===== src/rtl/cdr_pkg.sv =====
// Shared types for the CDR lock sequencer.
//   cdr_state_t : sequencer state encoding (3-bit)
//   gain_t      : loop-gain shift amount sent to the CDR core (4-bit)
//   PHI_W       : width of the core's signed phase accumulator
package cdr_pkg;

    localparam int PHI_W = 16;

    typedef enum logic [2:0] {
        ST_IDLE   = 3'd0,
        ST_CLR    = 3'd1,
        ST_ACQ    = 3'd2,
        ST_VERIFY = 3'd3,
        ST_LOCKED = 3'd4,
        ST_FAIL   = 3'd5
    } cdr_state_t;

    typedef logic [3:0] gain_t;

endpackage


===== src/rtl/cdr_phase_delta.sv =====
// Symbol-to-symbol phase motion detector.
// Keeps the previous phase sample and, for every accepted strobe after the
// first one following a restart, reports whether the wrapped phase step
// exceeds the lock tolerance.
//   clk, rst   : clock and synchronous active-high reset
//   restart    : forget the stored sample; the next strobe only loads it
//   track      : strobes are accepted only while this is high
//   sym_valid  : symbol strobe from the core
//   phi        : signed phase accumulator from the core
//   d_valid    : a phase delta is being reported this cycle
//   viol       : |delta| > LOCK_TOL (meaningful only with d_valid)
module cdr_phase_delta
    import cdr_pkg::*;
#(
    parameter int LOCK_TOL = 64
) (
    input  logic                    clk,
    input  logic                    rst,
    input  logic                    restart,
    input  logic                    track,
    input  logic                    sym_valid,
    input  logic signed [PHI_W-1:0] phi,
    output logic                    d_valid,
    output logic                    viol
);

    localparam logic [PHI_W-1:0] TOL     = PHI_W'(LOCK_TOL);
    localparam logic [PHI_W-1:0] MOST_NEG = {1'b1, {(PHI_W-1){1'b0}}};
    localparam logic [PHI_W-1:0] MOST_POS = {1'b0, {(PHI_W-1){1'b1}}};

    logic [PHI_W-1:0] phi_prev;
    logic             primed;
    logic [PHI_W-1:0] delta;
    logic [PHI_W-1:0] mag;
    logic             take;

    assign take = sym_valid && track;

    always_ff @(posedge clk) begin
        if (rst || restart) begin
            primed <= 1'b0;
        end else if (take) begin
            primed <= 1'b1;
        end
        if (rst) begin
            phi_prev <= '0;
        end else if (take) begin
            phi_prev <= phi;
        end
    end

    // Two's-complement wrap is the natural behaviour of the modular subtract.
    // The most negative step has no positive counterpart, so it saturates.
    always_comb begin
        delta = phi - phi_prev;
        if (delta == MOST_NEG) begin
            mag = MOST_POS;
        end else if (delta[PHI_W-1]) begin
            mag = (~delta) + 1'b1;
        end else begin
            mag = delta;
        end
    end

    assign d_valid = take && primed;
    assign viol    = (mag > TOL);

endmodule


===== src/rtl/cdr_lock_ctrl.sv =====
// Acquisition and lock sequencer for the baud-rate PAM4 CDR core.
// Holds the core in reset, runs high-gain acquisition, checks phase
// stability over a window, then tracks at low gain while watching for
// loss of lock. Gives up after MAX_RETRY failed verify windows.
//   clk, rst   : clock and synchronous active-high reset
//   en         : sequencer enable; low forces IDLE and clears all counters
//   sym_valid  : symbol strobe from the core
//   phi        : signed phase accumulator from the core
//   cdr_rst    : hold-in-reset to the core
//   kp_shift   : proportional gain shift to the core
//   ki_shift   : integral gain shift to the core
//   locked     : lock indication
//   fail       : acquisition failed; held until en goes low
//   lol_pulse  : single-cycle loss-of-lock pulse
//   state      : current sequencer state (debug)
//   retry_cnt  : failed verify attempts in this sequence
module cdr_lock_ctrl
    import cdr_pkg::*;
#(
    parameter int    CLR_CYCLES = 16,
    parameter int    ACQ_SYMS   = 1024,
    parameter int    WIN        = 256,
    parameter int    LOCK_TOL   = 64,
    parameter int    LOL_THRESH = 8,
    parameter int    MAX_RETRY  = 3,
    parameter gain_t KP_ACQ     = 4'd2,
    parameter gain_t KI_ACQ     = 4'd4,
    parameter gain_t KP_TRK     = 4'd5,
    parameter gain_t KI_TRK     = 4'd9
) (
    input  logic                    clk,
    input  logic                    rst,
    input  logic                    en,
    input  logic                    sym_valid,
    input  logic signed [PHI_W-1:0] phi,
    output logic                    cdr_rst,
    output logic [3:0]              kp_shift,
    output logic [3:0]              ki_shift,
    output logic                    locked,
    output logic                    fail,
    output logic                    lol_pulse,
    output logic [2:0]              state,
    output logic [1:0]              retry_cnt
);

    localparam int CNT_W = 16;
    localparam logic [CNT_W-1:0] CLR_LAST = CNT_W'(CLR_CYCLES - 1);
    localparam logic [CNT_W-1:0] ACQ_LAST = CNT_W'(ACQ_SYMS - 1);
    localparam logic [CNT_W-1:0] WIN_LAST = CNT_W'(WIN - 1);
    localparam logic [7:0]       LOL_T    = 8'(LOL_THRESH);
    localparam logic [1:0]       RETRY_T  = 2'(MAX_RETRY);

    cdr_state_t       state_q, state_d;
    logic [CNT_W-1:0] cnt_q, cnt_d;
    logic [7:0]       vcnt_q, vcnt_d, vcnt_inc;
    logic [1:0]       retry_q, retry_d, retry_inc;
    logic             lol_d;
    logic             track, restart, d_valid, viol;

    // Phase deltas are only of interest while verifying or tracking. Any
    // state change re-arms the detector so the first strobe in the new
    // state just loads the reference sample.
    assign track   = (state_q == ST_VERIFY) || (state_q == ST_LOCKED);
    assign restart = (state_d != state_q);

    cdr_phase_delta #(
        .LOCK_TOL (LOCK_TOL)
    ) u_delta (
        .clk       (clk),
        .rst       (rst),
        .restart   (restart),
        .track     (track),
        .sym_valid (sym_valid),
        .phi       (phi),
        .d_valid   (d_valid),
        .viol      (viol)
    );

    always_comb begin
        state_d   = state_q;
        cnt_d     = cnt_q;
        vcnt_d    = vcnt_q;
        retry_d   = retry_q;
        lol_d     = 1'b0;
        vcnt_inc  = vcnt_q + {7'd0, viol};
        retry_inc = retry_q + 2'd1;

        if (!en) begin
            state_d = ST_IDLE;
            cnt_d   = '0;
            vcnt_d  = '0;
            retry_d = '0;
        end else begin
            case (state_q)
                ST_IDLE: begin
                    state_d = ST_CLR;
                    cnt_d   = '0;
                end
                ST_CLR: begin
                    if (cnt_q == CLR_LAST) begin
                        state_d = ST_ACQ;
                        cnt_d   = '0;
                    end else begin
                        cnt_d = cnt_q + 1'b1;
                    end
                end
                ST_ACQ: begin
                    if (sym_valid) begin
                        if (cnt_q == ACQ_LAST) begin
                            state_d = ST_VERIFY;
                            cnt_d   = '0;
                            vcnt_d  = '0;
                        end else begin
                            cnt_d = cnt_q + 1'b1;
                        end
                    end
                end
                ST_VERIFY: begin
                    if (d_valid) begin
                        if (cnt_q == WIN_LAST) begin
                            cnt_d  = '0;
                            vcnt_d = '0;
                            if (vcnt_inc == 8'd0) begin
                                state_d = ST_LOCKED;
                                retry_d = '0;
                            end else begin
                                retry_d = retry_inc;
                                state_d = (retry_inc == RETRY_T) ? ST_FAIL : ST_CLR;
                            end
                        end else begin
                            cnt_d  = cnt_q + 1'b1;
                            vcnt_d = vcnt_inc;
                        end
                    end
                end
                ST_LOCKED: begin
                    if (d_valid) begin
                        // Threshold is tested before window end so a hit on
                        // the last delta of a window still drops lock.
                        if (vcnt_inc == LOL_T) begin
                            state_d = ST_CLR;
                            lol_d   = 1'b1;
                            cnt_d   = '0;
                            vcnt_d  = '0;
                            retry_d = '0;
                        end else if (cnt_q == WIN_LAST) begin
                            cnt_d  = '0;
                            vcnt_d = '0;
                        end else begin
                            cnt_d  = cnt_q + 1'b1;
                            vcnt_d = vcnt_inc;
                        end
                    end
                end
                ST_FAIL: begin
                    state_d = ST_FAIL;
                end
                default: begin
                    state_d = ST_IDLE;
                    cnt_d   = '0;
                    vcnt_d  = '0;
                    retry_d = '0;
                end
            endcase
        end
    end

    // Outputs are decoded from the next state so they change on the same
    // edge as the state itself.
    always_ff @(posedge clk) begin
        if (rst) begin
            state_q   <= ST_IDLE;
            cnt_q     <= '0;
            vcnt_q    <= '0;
            retry_q   <= '0;
            cdr_rst   <= 1'b1;
            kp_shift  <= KP_ACQ;
            ki_shift  <= KI_ACQ;
            locked    <= 1'b0;
            fail      <= 1'b0;
            lol_pulse <= 1'b0;
        end else begin
            state_q   <= state_d;
            cnt_q     <= cnt_d;
            vcnt_q    <= vcnt_d;
            retry_q   <= retry_d;
            cdr_rst   <= (state_d == ST_IDLE) || (state_d == ST_CLR) || (state_d == ST_FAIL);
            if ((state_d == ST_VERIFY) || (state_d == ST_LOCKED)) begin
                kp_shift <= KP_TRK;
                ki_shift <= KI_TRK;
            end else begin
                kp_shift <= KP_ACQ;
                ki_shift <= KI_ACQ;
            end
            locked    <= (state_d == ST_LOCKED);
            fail      <= (state_d == ST_FAIL);
            lol_pulse <= lol_d;
        end
    end

    assign state     = state_q;
    assign retry_cnt = retry_q;

endmodule


===== config.mk =====
export PLATFORM = sky130hd
export DESIGN_NAME = cdr_lock_ctrl
export DESIGN_NICKNAME = d
export VERILOG_FILES = /design/src/rtl/cdr_pkg.sv /design/src/rtl/cdr_phase_delta.sv /design/src/rtl/cdr_lock_ctrl.sv
export SDC_FILE = /design/constraint.sdc
export NUM_CORES = 1
export LEC_CHECK = 0
export CAP_MARGIN = 20
export CORE_MARGIN = 2
export CORE_UTILIZATION = 50
export CTS_CLUSTER_DIAMETER = 60
export DETAILED_ROUTE_END_ITERATION = 16
export PLACE_DENSITY = 0.71
export SLEW_MARGIN = 15
export SYNTH_ARGS = -nofsm -noshare
export SYNTH_HDL_FRONTEND = slang
export SYNTH_SLANG_ARGS = --single-unit

===== constraint.sdc =====
create_clock -name clk -period 14.86 [get_ports clk]
set_input_delay 2.229 -clock clk [delete_from_list [all_inputs] [get_ports clk]]
set_output_delay 2.229 -clock clk [all_outputs]
set_load 0.02 [all_outputs]

### Word level (Yosys, flattened, before mapping)

Cells that the tools add are included.

* output and inout port bits: 17
* word-level logic and storage cells: 101
* bits of input ports: 20
* register bits after elaboration: 58

* mux-type cells: 37
* eq/ne operators: 22
* add/sub/neg operators: 5
* magnitude comparators: 1
* bitwise logic cells: 7
* reduce and logical (&&, ||, !) cells: 17

Operator list (number)
* $mux 16: 9
* $pmux 16 s5: 1
* $mux 8: 6
* $mux 3: 11
* $add 16x1->16 const B: 2
* $pmux 8 s4: 1
* $pmux 3 s6: 1
* $eq 16x10->1 const B: 1
* $eq 16x16->1 const B: 1
* $eq 16x4->1 const B: 1
* $eq 16x8->1 const B: 1
* $gt 16x7->1 const B: 1
* $not 16->16: 1
* $sub 16x16->16: 1
* $eq 3x3->1 const B: 4
* $mux 2: 5
* $reduce_and 5->1: 2
* $eq 3x2->1 const B: 3
* $add 8x1->8: 1
* $eq 8x4->1 const B: 1
* $logic_not 8->1: 1
* $ne 2x2->1 const B: 4
* $reduce_or 4->1: 2
* $eq 3x1->1 const B: 2
* other kinds (14): 26

### Logic depth before layout (Yosys ltp)

* depth in word-level cells: 16
* mapped depth: 24
* depth with buffers taken out: 24

### Modules after synthesis

From an unflattened synthesis, not the netlist that was laid out.

* cell total of the unflattened synthesis: 519
* area total of the unflattened synthesis: 3892.5 µm²

By module, submodules not included
* cdr_lock_ctrl: cells an instance 260, area each 2065.7 µm², sequential area each 700.7 µm², instances 1
* cdr_phase_delta: cells an instance 259, area each 1826.8 µm², sequential area each 340.3 µm², instances 1

### Worst setup path after synthesis

OpenSTA, ideal clock, no wires.

* path type: in2reg
* start: input phi[0]
* end: register u_delta.primed
* data required time: 14768 ps
* setup time: 92 ps
* cell stages on the path: 24
* buffers on the path: 0
* arrival: 6730 ps
* setup slack: 8038 ps
* cells stage by stage: inv_1 -> ha_1 -> inv_1 -> fa_1 -> a211oi_2 -> o21bai_2 -> a21oi_4 -> xor2_2 -> nand2_2 -> or3_1 -> xor2_1 -> o41ai_2 -> nand4_1 -> ha_1 -> ha_1 -> and3_1 -> a31oi_1 -> a21oi_1 -> and3b_1 -> nor3_1 -> a211oi_2 -> nand3b_2 -> xnor2_1 -> nor4_1

* longest elaborated chain between the ends: 15
* elaborated cells between the ends (all ways): 19
* classes of those cells: add/sub: 3; order compare: 1; eq/ne: 3; mux: 9; bitwise: 1; reduce/logical: 2

Ends and longest elaborated chain
* start, declared: line cdr_lock_ctrl.sv:35 `input logic signed [PHI_W-1:0] phi,`
* $sub 16x16->16 *: line cdr_phase_delta.sv:55 `delta = phi - phi_prev;`
* $not 16->16: line cdr_phase_delta.sv:59 `mag = (~delta) + 1'b1;`
* $add 16x1->16: line cdr_phase_delta.sv:59
* $mux 16: line cdr_phase_delta.sv:58 `end else if (delta[PHI_W-1]) begin`
* $mux 16 *: line cdr_phase_delta.sv:56 `if (delta == MOST_NEG) begin`
* $gt 16x7->1 *: line cdr_phase_delta.sv:66 `assign viol = (mag > TOL);`
* $add 8x1->8 *: line cdr_lock_ctrl.sv:85 `vcnt_inc = vcnt_q + {7'd0, viol};`
* $logic_not 8->1: line cdr_lock_ctrl.sv:123 `if (vcnt_inc == 8'd0) begin`
* $mux 3: line cdr_lock_ctrl.sv:123
* $mux 3: line cdr_lock_ctrl.sv:120 `if (cnt_q == WIN_LAST) begin`
* $mux 3: line cdr_lock_ctrl.sv:119 `if (d_valid) begin`
* $pmux 3 s6 *: line cdr_lock_ctrl.sv:94 `case (state_q)`
* $mux 3 *: line cdr_lock_ctrl.sv:88 `if (!en) begin`
* $ne 3x3->1 *: line cdr_lock_ctrl.sv:64 `assign restart = (state_d != state_q);`
* $logic_or 1x1->1 *: line cdr_phase_delta.sv:40 `if (rst || restart) begin`
* end signal, assigned: line cdr_phase_delta.sv:41 `primed <= 1'b0;`
* end signal, assigned: line cdr_phase_delta.sv:43 `primed <= 1'b1;`
* end, declared: line cdr_phase_delta.sv:32 `logic primed;`

Mark *: on every way between the ends. The rest lies on a longest branch, timed or not.
A chain may end at the register's enable or synchronous reset.

### Worst setup path after layout

Ends and elaborated chain as after synthesis.

==> summary.md <==
| Metric | Value |
|---|---|
| Status | finished clean |
| Initial core utilization | 51.4% |
| Post-CTS Setup Repair Bufs | 0 |
| Arrival @ worst endpoint | 7.93 ns |
| Synth cell types | 74 |
| Post-synthesis async set-or-reset flop share | 0% |
| Final WL | 8930 µm |
| Mapped Area | 3950 µm² |
| CTS Buf Count | 5 |
| Number of global-route vias before repair | 3434 |
| Fin util | 57.5% |
| Most frequent cells in the layout | nand2_1 (61), nor2_1 (56), dfxtp_1 (52) |
| CTS tree | built |
| Min Hold Slack | 0.460 ns |
| Antenna Cells | 0 |
| Gate Count Post-Synth | 511 |
| Crit Path Max Fanout | 5 |
| Slew @ Worst Pin | 0.935 ns |
| Max Fclk | 0.130 GHz |
| CP max stage delay | 0.44 ns |
| PortBufs | 34 |
| CTS root buf | clkbuf_8 |
| Dpl cells | 625 |
| Seq/Total Area, Yosys | 26.4% |
| Share of cells above drive strength 1 | 7.53% |
| EDFF count, synth | 0 |
| Worst setup SP type | input port |
| Area of the multi-input gates | 2680 µm² |
| Crit end category | register |
| CTS resizes | 0 |
| DRT iter0 DRCs | 197 |
| Pins Over Slew Limit | 0 |
| GR Overflow Total | 0 |
| Final ANT Viol Nets | 0 |
| Die area | 8620 µm² |
| Final setup vio count | 0 |
| Worst hold path class | register to register |
| CP Buf/Inv Count | 3 |
| Xor/xnor share of the synthesized area | 7.73% |
| PwrDens | 66.8 nW/µm² |
| H-tree lvl count | 2 |
| I/O pin total | 37 |
| P_leak | 1.57 nW |
| Mux share of post-synthesis cell area | 1.01% |
| Syn Area/Cell | 7.73 µm² |
| Dpl hpwl | 6690 µm |
| Peak VDD IR | 42.6 µV |
| Post-route minimum period | 7.71 ns |
| FF+latch count, synth | 52 |
| CTS Hold Buffers Added | 0 |
| Std cell rows | 32 |
| Final worst slack | 7.15 ns |
| GRT Total Usage | 21.5% |
| First-pass GRT wire length | 15400 µm |
| Clk_skew | 0.00968 ns |
| Placement Setup Slack | 6.93 ns |
| CP delay by family, top | simple AND/OR/NAND/NOR gates |
| Die Ht | 92.9 µm |
| DR DRC count | 0 |
| Post-Synth Adder-Cell Area | 6.85% |
| First-pass DRT Iterations | 5 |
| Yosys warnings | 0 |
| Relative slew slack | 37.5% |
| Vias | 3664 |
| Fillers | 737 |
| Slowest-stage cell, CP | fa_1 |
| Req. time, crit path | 15.09 ns |
| Setup TNS | 0 ns |
| Clock Tree Buf Depth | 2 |
| Worst-path clk slew | 0.11 ns |
| Worst-skew pair later-pin latency | 0.31 ns |
| Initial antenna violation count | 0 |
| Via density | 5.79 |
| Nets | 571 |
| Core area | 7690 µm² |
| Tcrit/Tclk final | 51.9% |
| RSZ-0062 raised after global routing | no |
| Maxcap violations | 0 |
| Area Overhead vs Synth | 12.0% |
| Fin cells | 633 |
| Largest net degree at the start of global routing | 24 |
| Reg area | 1040 µm² |
| WS Path Type | input port to register |
| Simple-Gate Fraction of Synth Area | 28.6% |
| Final hold vios | 0 |
| Routed len/inst | 14.1 µm |
| Largest family of logic cells by synthesized area | simple AND/OR/NAND/NOR gates |
| TritonCTS Sinks | 52 |
| Post-synthesis compound-gate area fraction | 23.4% |
| Gpl congestion | 0.867 |
| Leading cell type in the layout, fill and taps excluded | nand2_1 |
| Die width | 92.9 µm |
| Synth Flop Type | dfxtp_1 |
==> sequential cells by signal, indices dropped and copies added, names as in the netlist <==
signal            count
vcnt_q                8
cnt_q                16
ki_shift              2
retry_cnt             2
lol_pulse             1
cdr_rst               1
state                 3
u_delta.primed        1
u_delta.phi_prev     16
locked                1
fail                  1
==> worst reg2reg max path: cells and delay by family (launching register included) <==
kind,cells,cell delay [ns]
flip-flops,1,0.35
AND/OR/NAND/NOR,8,2.06
XOR/XNOR,1,0.17
multiplexers,2,0.38
AO/OA/AOI/OAI,7,1.46
buffers and inverters,1,0.06
adder cells (fa/ha/maj),4,1.09
==> power breakdown <==
| part | internal (mW) | total (mW) | switching (mW) |
|---|---|---|---|
| Combinational | 0.0223 | 0.0532 | 0.0310 |
| Clock | 0.0512 | 0.102 | 0.0510 |
| Sequential | 0.139 | 0.140 | 0.000600 |
==> final cells by class <==
class | instances | share of cell area, %
tap | 102 | 2.89
sequential | 52 | 23.5
multi-input combinational | 406 | 60.5
clock inverter | 3 | 1.05
clock buffer | 5 | 1.56
inverter | 29 | 2.46
timing repair buffer | 36 | 8.03
==> kinds of logic (layout without fill, tap and decap cells) <==
group | Yosys count | in the layout
and+or+nand+nor | 218 | 218
AOI/OAI and AO/OA | 127 | 127
buffers and inverters | 54 | 73
DFF | 52 | 52
xor gates and xnor gates | 34 | 34
adders and majority gates | 21 | 21
muxes | 4 | 4
other | 1 | 2
==> stage by stage <==
| stage | cell area (µm²) | power, mW |
|---|---|---|
| 2_1_floorplan | 3950 | 0.182 |
| 3_3_place_gp | 4310 | 0.195 |
| 3_5_place_dp | 4310 | 0.195 |
| 4_1_cts | 4420 | 0.298 |
| 5_1_grt | 4420 | 0.310 |
| 6_report | 4420 | 0.296 |
==> metal layers <==
| metal | part of all wire [%] | wire length [µm] | vias to the layer above | global-route usage, % |
|---|---|---|---|---|
| li1 | - | - | 1842 | - |
| met2 | 49 | 4370 | 92 | 37.6 |
| met5 | 0 | 0 | - | 0 |
| met1 | 45 | 4030 | 1718 | 27.6 |
| met3 | 4.7 | 417 | 12 | 2.69 |
| met4 | 1.2 | 105 | 0 | 6.25 |
==> cell usage after synthesis, types with 9 or more instances <==
library cell | count | area [µm²]
dfxtp_1 | 52 | 1040
ha_1 | 20 | 250
nand2_1 | 61 | 229
inv_1 | 29 | 109
a21oi_1 | 37 | 185
xnor2_1 | 16 | 140
nand3_1 | 13 | 65.1
nand4_1 | 11 | 68.8
nand2b_1 | 10 | 62.6
xor2_1 | 17 | 149
and3_1 | 10 | 62.6
nor2_1 | 56 | 210
clkbuf_1 | 13 | 48.8
nor3_1 | 9 | 45.0
o21ai_0 | 14 | 70.1
==> final timing paths <==
kind | start | end | slack [ns] | cells past startpoint
hold reg to reg | u_delta.phi_prev[9] | u_delta.phi_prev[9] | 0.46 | 2
setup reg to reg | u_delta.phi_prev[0] | u_delta.primed | 9.21 | 23
hold / removal | u_delta.phi_prev[9] | u_delta.phi_prev[9] | 0.46 | 2
setup / recovery | phi[0] | u_delta.primed | 7.15 | 25
Power figures use the tool's default switching activity.
